--- src/rtl/cobra_kb_pkg.sv ---
// Shared scan-code constants, key indices and set-2 scan-code to key-index lookup.
package cobra_kb_pkg;

    localparam int unsigned KC_W = 40;

    localparam logic [7:0] SC_BREAK  = 8'hF0;
    localparam logic [7:0] SC_EXT    = 8'hE0;
    localparam logic [7:0] SC_BAT_OK = 8'hAA;

    // Key index = column + 5*row, matching the 74S412 buffer model.
    localparam logic [5:0] KEY_R0C0 = 6'd0,  KEY_R0C1 = 6'd1,  KEY_R0C2 = 6'd2,  KEY_R0C3 = 6'd3,  KEY_R0C4 = 6'd4;
    localparam logic [5:0] KEY_R1C0 = 6'd5,  KEY_R1C1 = 6'd6,  KEY_R1C2 = 6'd7,  KEY_R1C3 = 6'd8,  KEY_R1C4 = 6'd9;
    localparam logic [5:0] KEY_R2C0 = 6'd10, KEY_R2C1 = 6'd11, KEY_R2C2 = 6'd12, KEY_R2C3 = 6'd13, KEY_R2C4 = 6'd14;
    localparam logic [5:0] KEY_R3C0 = 6'd15, KEY_R3C1 = 6'd16, KEY_R3C2 = 6'd17, KEY_R3C3 = 6'd18, KEY_R3C4 = 6'd19;
    localparam logic [5:0] KEY_R4C0 = 6'd20, KEY_R4C1 = 6'd21, KEY_R4C2 = 6'd22, KEY_R4C3 = 6'd23, KEY_R4C4 = 6'd24;
    localparam logic [5:0] KEY_R5C0 = 6'd25, KEY_R5C1 = 6'd26, KEY_R5C2 = 6'd27, KEY_R5C3 = 6'd28, KEY_R5C4 = 6'd29;
    localparam logic [5:0] KEY_R6C0 = 6'd30, KEY_R6C1 = 6'd31, KEY_R6C2 = 6'd32, KEY_R6C3 = 6'd33, KEY_R6C4 = 6'd34;
    localparam logic [5:0] KEY_R7C0 = 6'd35, KEY_R7C1 = 6'd36, KEY_R7C2 = 6'd37, KEY_R7C3 = 6'd38, KEY_R7C4 = 6'd39;

    typedef enum logic [1:0] {
        RX_IDLE = 2'd0,
        RX_RECV = 2'd1,
        RX_DONE = 2'd2
    } rx_state_t;

    // Returns {hit, idx}; hit=0 for any code that has no key in the matrix.
    function automatic logic [6:0] sc2idx(input logic [7:0] code, input logic ext);
        logic [6:0] r;
        r = '0;
        if (ext) begin
            if (code == 8'h5A) r = {1'b1, KEY_R5C0};
        end else begin
            case (code)
                8'h16: r = {1'b1, KEY_R0C0};  8'h1E: r = {1'b1, KEY_R0C1};  8'h26: r = {1'b1, KEY_R0C2};
                8'h25: r = {1'b1, KEY_R0C3};  8'h2E: r = {1'b1, KEY_R0C4};
                8'h15: r = {1'b1, KEY_R1C0};  8'h1D: r = {1'b1, KEY_R1C1};  8'h24: r = {1'b1, KEY_R1C2};
                8'h2D: r = {1'b1, KEY_R1C3};  8'h2C: r = {1'b1, KEY_R1C4};
                8'h1C: r = {1'b1, KEY_R2C0};  8'h1B: r = {1'b1, KEY_R2C1};  8'h23: r = {1'b1, KEY_R2C2};
                8'h2B: r = {1'b1, KEY_R2C3};  8'h34: r = {1'b1, KEY_R2C4};
                8'h12: r = {1'b1, KEY_R3C0};  8'h59: r = {1'b1, KEY_R3C0};  8'h1A: r = {1'b1, KEY_R3C1};
                8'h22: r = {1'b1, KEY_R3C2};  8'h21: r = {1'b1, KEY_R3C3};  8'h2A: r = {1'b1, KEY_R3C4};
                8'h29: r = {1'b1, KEY_R4C0};  8'h41: r = {1'b1, KEY_R4C1};  8'h3A: r = {1'b1, KEY_R4C2};
                8'h31: r = {1'b1, KEY_R4C3};  8'h32: r = {1'b1, KEY_R4C4};
                8'h5A: r = {1'b1, KEY_R5C0};  8'h4B: r = {1'b1, KEY_R5C1};  8'h42: r = {1'b1, KEY_R5C2};
                8'h3B: r = {1'b1, KEY_R5C3};  8'h33: r = {1'b1, KEY_R5C4};
                8'h4D: r = {1'b1, KEY_R6C0};  8'h44: r = {1'b1, KEY_R6C1};  8'h43: r = {1'b1, KEY_R6C2};
                8'h3C: r = {1'b1, KEY_R6C3};  8'h35: r = {1'b1, KEY_R6C4};
                8'h45: r = {1'b1, KEY_R7C0};  8'h46: r = {1'b1, KEY_R7C1};  8'h3E: r = {1'b1, KEY_R7C2};
                8'h3D: r = {1'b1, KEY_R7C3};  8'h36: r = {1'b1, KEY_R7C4};
                default: r = '0;
            endcase
        end
        return r;
    endfunction

endpackage

--- src/rtl/ps2_keycaps_if.sv ---
// PS/2 pad lines in, pressed-key vector and frame error out.
interface ps2_keycaps_if;
    import cobra_kb_pkg::*;

    logic            ps2_clk;
    logic            ps2_data;
    logic [KC_W-1:0] keycaps;
    logic            frame_err;

    modport master (output ps2_clk, output ps2_data, input keycaps, input frame_err);
    modport slave  (input ps2_clk, input ps2_data, output keycaps, output frame_err);
endinterface

--- src/rtl/ps2_rx.sv ---
// PS/2 frame receiver: pad synchronizers, falling-edge detect, 11-bit frame FSM, mid-frame timeout.
module ps2_rx
    import cobra_kb_pkg::*;
#(
    parameter int unsigned TIMEOUT_CYCLES = 5000
) (
    input  logic       clk,
    input  logic       rst_n,
    input  logic       i_ps2_clk,
    input  logic       i_ps2_data,
    output logic       o_byte_valid,
    output logic [7:0] o_byte,
    output logic       o_frame_err
);
    localparam int unsigned TW = $clog2(TIMEOUT_CYCLES + 1);

    logic            r_clk_meta, r_clk_sync, r_clk_prev;
    logic            r_dat_meta, r_dat_sync;
    rx_state_t       r_state, w_state_nxt;
    logic [3:0]      r_bitcnt, w_bitcnt_nxt;
    logic [10:0]     r_shift, w_shift_nxt;
    logic [TW-1:0]   r_tmo, w_tmo_nxt;
    logic            r_byte_valid, w_valid_nxt;
    logic [7:0]      r_byte, w_byte_nxt;
    logic            r_frame_err, w_err_nxt;
    logic            w_fall;
    logic [10:0]     w_frame;
    logic            w_frame_ok;

    // Two-flop synchronizers; clock idles high so reset to 1 to avoid a false edge.
    always_ff @(posedge clk or negedge rst_n) begin
        if (!rst_n) begin
            r_clk_meta <= 1'b1;
            r_clk_sync <= 1'b1;
            r_clk_prev <= 1'b1;
            r_dat_meta <= 1'b1;
            r_dat_sync <= 1'b1;
        end else begin
            r_clk_meta <= i_ps2_clk;
            r_clk_sync <= r_clk_meta;
            r_clk_prev <= r_clk_sync;
            r_dat_meta <= i_ps2_data;
            r_dat_sync <= r_dat_meta;
        end
    end

    assign w_fall = r_clk_prev & ~r_clk_sync;

    // State and datapath registers.
    always_ff @(posedge clk or negedge rst_n) begin
        if (!rst_n) begin
            r_state      <= RX_IDLE;
            r_bitcnt     <= '0;
            r_shift      <= '0;
            r_tmo        <= '0;
            r_byte_valid <= 1'b0;
            r_byte       <= '0;
            r_frame_err  <= 1'b0;
        end else begin
            r_state      <= w_state_nxt;
            r_bitcnt     <= w_bitcnt_nxt;
            r_shift      <= w_shift_nxt;
            r_tmo        <= w_tmo_nxt;
            r_byte_valid <= w_valid_nxt;
            r_byte       <= w_byte_nxt;
            r_frame_err  <= w_err_nxt;
        end
    end

    // Next state: bits shift in from the top so the start bit lands in [0] after 11 edges.
    always_comb begin
        w_state_nxt  = r_state;
        w_bitcnt_nxt = r_bitcnt;
        w_shift_nxt  = r_shift;
        w_tmo_nxt    = '0;
        w_valid_nxt  = 1'b0;
        w_byte_nxt   = r_byte;
        w_err_nxt    = 1'b0;
        w_frame      = {r_dat_sync, r_shift[10:1]};
        w_frame_ok   = ~w_frame[0] & (^w_frame[9:1]) & w_frame[10];
        case (r_state)
            RX_IDLE: begin
                if (w_fall) begin
                    w_shift_nxt  = w_frame;
                    w_bitcnt_nxt = 4'd1;
                    w_state_nxt  = RX_RECV;
                end
            end
            RX_RECV: begin
                if (w_fall) begin
                    w_shift_nxt = w_frame;
                    if (r_bitcnt == 4'd10) begin
                        w_state_nxt = RX_DONE;
                        w_valid_nxt = w_frame_ok;
                        w_err_nxt   = ~w_frame_ok;
                        w_byte_nxt  = w_frame[8:1];
                    end else begin
                        w_bitcnt_nxt = r_bitcnt + 4'd1;
                    end
                end else if (r_tmo == TW'(TIMEOUT_CYCLES)) begin
                    w_state_nxt = RX_IDLE;
                    w_err_nxt   = 1'b1;
                end else begin
                    w_tmo_nxt = r_tmo + TW'(1);
                end
            end
            RX_DONE: w_state_nxt = RX_IDLE;
            default: w_state_nxt = RX_IDLE;
        endcase
    end

    assign o_byte_valid = r_byte_valid;
    assign o_byte       = r_byte;
    assign o_frame_err  = r_frame_err;
endmodule

--- src/rtl/ps2_keycaps.sv ---
// PS/2 keyboard front-end: decodes set-2 make/break bytes into the Cobra1 pressed-key vector.
module ps2_keycaps
    import cobra_kb_pkg::*;
#(
    parameter int unsigned TIMEOUT_CYCLES = 5000
) (
    input  logic         clk,
    input  logic         rst_n,
    ps2_keycaps_if.slave kb
);
    logic            w_byte_valid;
    logic [7:0]      w_byte;
    logic            w_frame_err;
    logic [6:0]      w_map;
    logic [KC_W-1:0] w_mask;
    logic            r_brk, r_ext;
    logic [KC_W-1:0] r_keycaps;

    ps2_rx #(.TIMEOUT_CYCLES(TIMEOUT_CYCLES)) u_rx (
        .clk          (clk),
        .rst_n        (rst_n),
        .i_ps2_clk    (kb.ps2_clk),
        .i_ps2_data   (kb.ps2_data),
        .o_byte_valid (w_byte_valid),
        .o_byte       (w_byte),
        .o_frame_err  (w_frame_err)
    );

    assign w_map  = sc2idx(w_byte, r_ext);
    assign w_mask = KC_W'(1) << w_map[5:0];

    // Prefix flags and key vector; any non-prefix byte or error ends a prefix sequence.
    always_ff @(posedge clk or negedge rst_n) begin
        if (!rst_n) begin
            r_brk     <= 1'b0;
            r_ext     <= 1'b0;
            r_keycaps <= '0;
        end else if (w_frame_err) begin
            r_brk <= 1'b0;
            r_ext <= 1'b0;
        end else if (w_byte_valid) begin
            if (w_byte == SC_BREAK) begin
                r_brk <= 1'b1;
            end else if (w_byte == SC_EXT) begin
                r_ext <= 1'b1;
            end else begin
                r_brk <= 1'b0;
                r_ext <= 1'b0;
                if (w_byte == SC_BAT_OK && !r_brk) begin
                    r_keycaps <= '0;
                end else if (w_map[6]) begin
                    r_keycaps <= r_brk ? (r_keycaps & ~w_mask) : (r_keycaps | w_mask);
                end
            end
        end
    end

    assign kb.keycaps   = r_keycaps;
    assign kb.frame_err = w_frame_err;
endmodule
--- src/flat_wrapper.sv ---
// flat-port wrapper written by rule: the top's interface ports become plain ports
module ps2_keycaps_flat import cobra_kb_pkg::*;
#(
    parameter int unsigned TIMEOUT_CYCLES = 5000
)
  (clk, rst_n, kb_ps2_clk, kb_ps2_data, kb_keycaps, kb_frame_err);
  ps2_keycaps_if kb_i ();
  input  logic clk;
  input  logic rst_n;
  input wire logic [$bits(kb_i.ps2_clk)-1:0] kb_ps2_clk;
  input wire logic [$bits(kb_i.ps2_data)-1:0] kb_ps2_data;
  output wire logic [$bits(kb_i.keycaps)-1:0] kb_keycaps;
  output wire logic [$bits(kb_i.frame_err)-1:0] kb_frame_err;
  assign kb_i.ps2_clk = kb_ps2_clk;
  assign kb_i.ps2_data = kb_ps2_data;
  assign kb_keycaps = kb_i.keycaps;
  assign kb_frame_err = kb_i.frame_err;
  ps2_keycaps #(.TIMEOUT_CYCLES(TIMEOUT_CYCLES)) u_core (.clk(clk), .rst_n(rst_n), .kb(kb_i));
endmodule
--- config.mk ---
export PLATFORM = sky130hd
export DESIGN_NAME = ps2_keycaps_flat
export DESIGN_NICKNAME = d
export VERILOG_FILES = /design/src/rtl/cobra_kb_pkg.sv /design/src/rtl/ps2_keycaps_if.sv /design/src/rtl/ps2_rx.sv /design/src/rtl/ps2_keycaps.sv /design/src/flat_wrapper.sv
export SDC_FILE = /design/constraint.sdc
export NUM_CORES = 1
export LEC_CHECK = 0
export BUFFER_PORTS_ARGS = -buffer_cell sky130_fd_sc_hd__buf_2
export CORE_MARGIN = 5
export CORE_UTILIZATION = 41
export CTS_BUF_LIST = sky130_fd_sc_hd__clkbuf_4 sky130_fd_sc_hd__clkbuf_8 sky130_fd_sc_hd__clkbuf_16
export CTS_CLUSTER_DIAMETER = 40
export DETAILED_ROUTE_END_ITERATION = 6
export PLACE_DENSITY = 0.7
export SLEW_MARGIN = 25
export SYNTH_ARGS = -nofsm -noshare
export SYNTH_HDL_FRONTEND = slang
export SYNTH_SLANG_ARGS = --single-unit
--- constraint.sdc ---
create_clock -name clk -period 4.16 [get_ports clk]
set_clock_uncertainty 0.15 [all_clocks]
set_input_delay 0.208 -clock clk [delete_from_list [all_inputs] [get_ports clk]]
set_output_delay 0.208 -clock clk [all_outputs]
set_load 0.02 [all_outputs]
Word level (Yosys, flattened, before mapping)
Memory sizes are Yosys's and may differ from the RTL's. Index checks and enable logic that the tools add are counted.

Memory bits (read-only): 896. Bits of input ports: 4. Memories kept: 1. Logic and storage cells: 93. Output and inout bits: 41. Bits in registers: 87.

Equality and inequality tests: 14. Shift operators: 1. Reduce and logical (&&, ||, !) cells: 15. Bitwise operators: 12. Add/sub/neg operators: 2. Muxes and demuxes: 33.

Memory list: (name not given) (depth 128, width 7, rd ports 1, clocked after Yosys merged registers in 0, write ports 0, RTL line cobra_kb_pkg.sv:33) `case (code)`.

Operators by type and width (number): $mux 40 (3); $and 40x40->40 (1); $not 40->40 (1); $or 40x40->40 (1); $shl 1x6->40 const A (1); $mux 13 (3); $eq 8x8->1 const B (3); $mux 7 (3); $mux 1 (15); $add 13x1->13 const B (1); $eq 13x13->1 const B (1); $mux 4 (3); $reduce_xor 9->1 (1); $eq 8x7->1 const B (1); $mux 2 (4); $ne 2x2->1 const B (4); $pmux 4 s2 (1); $ne 3x3->1 const B (2); $not 1->1 (6); $reduce_and 2->1 (3); $reduce_and 3->1 (2); $reduce_bool 2->1 (3); $reduce_and 5->1 (1); $add 4x1->4 const B (1); 10 further kinds (12).

Longest topological paths before layout
Depth in word-level cells: 9. Gate-level depth with buffers: 12. Mapped depth without buffers: 9.

Modules after synthesis
From an unflattened synthesis, not the netlist that was laid out.

Cell total of the unflattened synthesis: 525. Area, all modules: 5208.7 µm².

Modules (own cells, without submodules): ps2_keycaps (area an instance 3256.9 µm², cells an instance 341, instances 1, sequential area each 1051.0 µm²); ps2_rx (area an instance 1951.9 µm², cells an instance 184, instances 1, sequential area each 1107.3 µm²).

Least setup slack after synthesis
Ideal clock, no wire load.

Path kind: register to register. Start: register u_core.u_rx.r_byte[0], in the netlist u_core.u_rx.o_byte[0]. End: register u_core.r_keycaps[36], in the netlist u_core.kb.keycaps[36]. Arrival time: 2.637 ns. Buffers on the path: 1. Setup time: 0.124 ns. Stages on the path, launching flop included: 11. Period minus slack after synthesis: 2.911 ns. Required time: 3.886 ns. Setup slack: 1.249 ns. Path through: dfrtp_1 inv_1 ha_1 mux2_4 or2_0 a311o_1 a31o_1 buf_6 or4_4 o211ai_1 nand2_1.

Longest elaborated chain between the ends: 9. Elaborated cells on any way between the ends: 20. Those cells by class: eq/ne: 4; shift: 1; mux: 6; bitwise: 5; reduce/logical: 3; memory: 1.

Ends and longest elaborated chain: start, declared (RTL line ps2_rx.sv:24) `logic [7:0] r_byte, w_byte_nxt;`; start signal, assigned (RTL line ps2_rx.sv:65) `r_byte <= w_byte_nxt;`; $mem_v2 128x7 / $eq 8x7->1 (equally long branches); $mux 7, on equally long branches (RTL line cobra_kb_pkg.sv:33, cobra_kb_pkg.sv:31); $mux 7 (RTL line cobra_kb_pkg.sv:30) `if (ext) begin`; $shl 1x6->40 (RTL line ps2_keycaps.sv:30) `assign w_mask = KC_W'(1) << w_map[5:0];`; $not 40->40 (RTL line ps2_keycaps.sv:52) `r_keycaps <= r_brk ? (r_keycaps & ~w_mask) : (r_keycaps | w_mask);`; $and 40x40->40 (RTL line ps2_keycaps.sv:52); $mux 40 (RTL line ps2_keycaps.sv:52); $mux 40 (RTL line ps2_keycaps.sv:51) `end else if (w_map[6]) begin`; $mux 40 (RTL line ps2_keycaps.sv:49) `if (w_byte == SC_BAT_OK && !r_brk) begin`; end signal, assigned (RTL line ps2_keycaps.sv:52); end, declared (RTL line ps2_keycaps.sv:17) `logic [KC_W-1:0] r_keycaps;`.

Several ways; a longest one is shown, not always the timed one. The select of a mux whose other input is x is not followed. A chain may end at the register's enable or synchronous reset.

Final worst setup path
Start: register u_core.u_rx.r_byte[1], in the netlist u_core.u_rx.o_byte[1]. End: register u_core.r_keycaps[7], in the netlist u_core.kb.keycaps[7].

The elaborated chain is that of the path after synthesis.

==> qor.csv <==
metric;value;unit
worst rel slew slack;42.84;%
slowest CP cell;o311ai_0;
Syn. warnings;0;
starting density of the core;41.31;%
1st-iter DRT viols;375;
met2 usage;27.52;%
Worst Path Arrival;3.84;ns
Longest Clk Path Bufs;2;
power per cell area;369.9;nW/um^2
Async S/R FF share, synth;100.0;%
placed cell area;5190;um^2
GR Util All Layers;17.31;%
Slew @ Worst Pin;0.8503;ns
CP max FO;14;
core area;11860;um^2
number of max-cap violations;0;
first-pass GRT wire length;20.41;mm
fraction of layout cells with a size suffix above 1;16.16;%
post-synthesis cell type count;73;
Final TNS setup;0;ns
Post CTS Setup Buffer Count;0;
cts bufs inserted;9;
met3 Use GR;4.179;%
average wire per standard cell;17.00;um
post-synth top area cell;dfrtp_1;
post-route design area;5524;um^2
vias per cell;5.952;
min cycle time layout;3.798;ns
die area;14240;um^2
adder-cell share of the synthesized area;2.809;%
vias in the first global route;4109;
Finished Core Util;46.57;%
status;complete, no violations;
post-route setup slack;0.3620;ns
detailed-route via count;4226;
worst IR drop on VDD;332.3;uV
post-place setup slack;0.5940;ns
largest net degree at the start of global routing;51;
post-detailed-route count of antenna-violating nets;0;
Max Clk Rate;0.2633;GHz
Inserted Diodes;0;
initial antenna violation count;0;
Area growth syn-to-layout;12.74;%
Post-Synth Simple-Gate Area;25.05;%
sequential share of the synthesized area;44.05;%
Setup CP Type;reg -> reg;
Synth Instances;523;
Syn Area/Cell;9.368;um^2
most common cell in the synthesized netlist;nand2_1;
DR pass1 iterations;6;
GR Overflow Total;0;
num ports;45;
number of synthesized flops with an enable pin;0;
Synth Cell Area;4900;um^2
Most used DFF post-synth;dfrtp_1;
Synth Area in Compound Gates;19.33;%
# DRC;0;
RSZ-0062 raised after global routing;false;
FILL cells;1119;
Nets;573;
delay-heaviest family, CP;compound AO/OA/AOI/OAI gates;
crit share post-route;91.30;%
largest family of logic cells by synthesized area;simple AND/OR/NAND/NOR gates;
Root Driver;clkbuf_16;
Post-synth top cells;nand2_1, dfrtp_1, nor2_1;
Final Routed Wirelength;12.07;mm
Lkg Pwr;2.426;nW
Worst-path clk slew;0.06;ns
Post-Synth XOR/XNOR Area;3.396;%
Placer Congestion;0.8946;
top area cells in the synthesized netlist;dfrtp_1, nand2_1, nand3_1;
clock latency on the worst-skew pair;0.34;ns
critical path endpoint category;flip-flop;
# port buffers;44;
share of the synthesized area in the top cell type;41.37;%
flops & latches, synth;86;
slowest stage delay, CP;0.65;ns
met1 Use GR;22.79;%
Rows;40;
TritonCTS clock tree;built;
CP startpoint kind;flip-flop;
Req. time, crit path;4.20;ns
critical-path cell list;inv_1, ha_1, mux2_2, o2bb2ai_1, o22ai_1, or2_0, nand4_1, o311ai_0, o41ai_1;
WP buf/inv;1;
post-synthesis mux area share;1.226;%
HP Class;reg -> reg;
most used routing layer;met2;
max-slew violations;0;
die boundary height;119.3;um
Final setup viols;0;
H-Tree Depth;3;
Syn Nets;538;
detailed placer's ending HPWL;8.647;mm
Die W;119.3;um
final hold viol count;0;
Clock Sinks;86;
stage by stage:
| step | total power, mW | hold slack (ns) | instances |
|---|---|---|---|
| 6_report | 2.044 | 0.2053 | 710 |
| 2_1_floorplan | 1.170 | -0.2376 | 523 |
| 3_5_place_dp | 1.244 | 0.1332 | 691 |
| 5_1_grt | 2.155 | 0.2088 | 710 |
| 3_3_place_gp | 1.237 | 0.1321 | 691 |
| 4_1_cts | 2.062 | 0.2059 | 710 |
worst reg2reg max path: cells and delay by family, from the launching register on:
kind / cells / cell delay [ns]
AO/OA/AOI/OAI: 4 / 1.10
AND/OR/NAND/NOR: 2 / 1.06
flip-flops: 1 / 0.56
adder cells (fa/ha/maj): 1 / 0.42
multiplexers: 1 / 0.19
buffers and inverters: 1 / 0.18
state kept, by name, indices dropped and copies added, names as in the netlist, 2 cells and up:
signal and flops:
u_core.kb.keycaps 40, u_core.u_rx.r_tmo 13, u_core.u_rx.r_state 2, u_core.u_rx.r_shift 10, u_core.u_rx.o_byte 8, u_core.u_rx.r_bitcnt 4
layer usage:
metal  wire length [um]  share of wire, %
met1               5288                44
met3                779               6.5
met5                  0                 0
met2               5691                47
met4                311               2.6
cells by family after synthesis:
family / after synthesis
AO/OA/AOI/OAI: 122
XOR/XNOR: 19
adder cells (fa/ha/maj): 11
buffers and inverters: 42
flip-flops: 86
multiplexers: 4
AND/OR/NAND/NOR: 239
worst paths after layout:
kind	from	cells after the start	endpoint	slack, ns
max	u_core.u_rx.o_byte[1]$_DFFE_PN0P_	9	u_core.kb.keycaps[7]$_DFFE_PN0P_	0.36
min	u_core.u_rx.r_clk_meta$_DFF_PN1_	0	u_core.u_rx.r_clk_sync$_DFF_PN1_	0.21
max reg2reg	u_core.u_rx.o_byte[1]$_DFFE_PN0P_	9	u_core.kb.keycaps[7]$_DFFE_PN0P_	0.36
min reg2reg	u_core.u_rx.r_clk_meta$_DFF_PN1_	0	u_core.u_rx.r_clk_sync$_DFF_PN1_	0.21
max in group asynchronous	rst_n	3	u_core.u_rx.r_clk_prev$_DFF_PN1_	2.63
min in group asynchronous	rst_n	2	u_core.kb.keycaps[23]$_DFFE_PN0P_	0.29
where the power goes:
group	internal [mW]	leakage [nW]	total (mW)	switching (mW)
sequential	0.886	1.16	0.952	0.0663
clock	0.490	0.154	0.811	0.321
combinational	0.119	1.11	0.280	0.161
total	1.50	2.43	2.04	0.548
area by class of cell:
class | count | area, um^2 | area share [%]
multi-input cells | 395 | 2539 | 45.96
flip-flops and latches | 86 | 2158 | 39.07
repair buffers | 51 | 282.8 | 5.119
clock buffers | 11 | 246.5 | 4.462
well taps | 147 | 183.9 | 3.330
clock inverters | 5 | 57.56 | 1.042
inverters | 15 | 56.30 | 1.019
layout by cell type (no fill, tap or decap), drive strengths merged, types with 4 or more instances in the layout:
cell	Yosys	final
nand2	89	89
dfrtp	81	81
buf	13	48
nor2	37	37
nand3	35	35
o21ai	20	20
a32o	16	16
inv	14	16
nand2b	15	15
xnor2	12	12
a21oi	12	12
nor4	12	12
ha	11	11
o211ai	11	11
clkbuf	14	11
o311ai	11	11
nand4	9	9
nor3	8	8
nor2b	7	7
and3	7	7
xor2	7	7
a31oi	7	7
o22ai	6	6
dfstp	5	5
a21boi	4	4
o41ai	4	4
or2	4	4
a211oi	4	4
repair_timing:
item | 4_1_cts | 5_1_grt
hold buffers | 3 | 0
hold endpoints to repair | 51 | 0
resized for setup | 0 | 0
(Power assumes the default switching activity.)
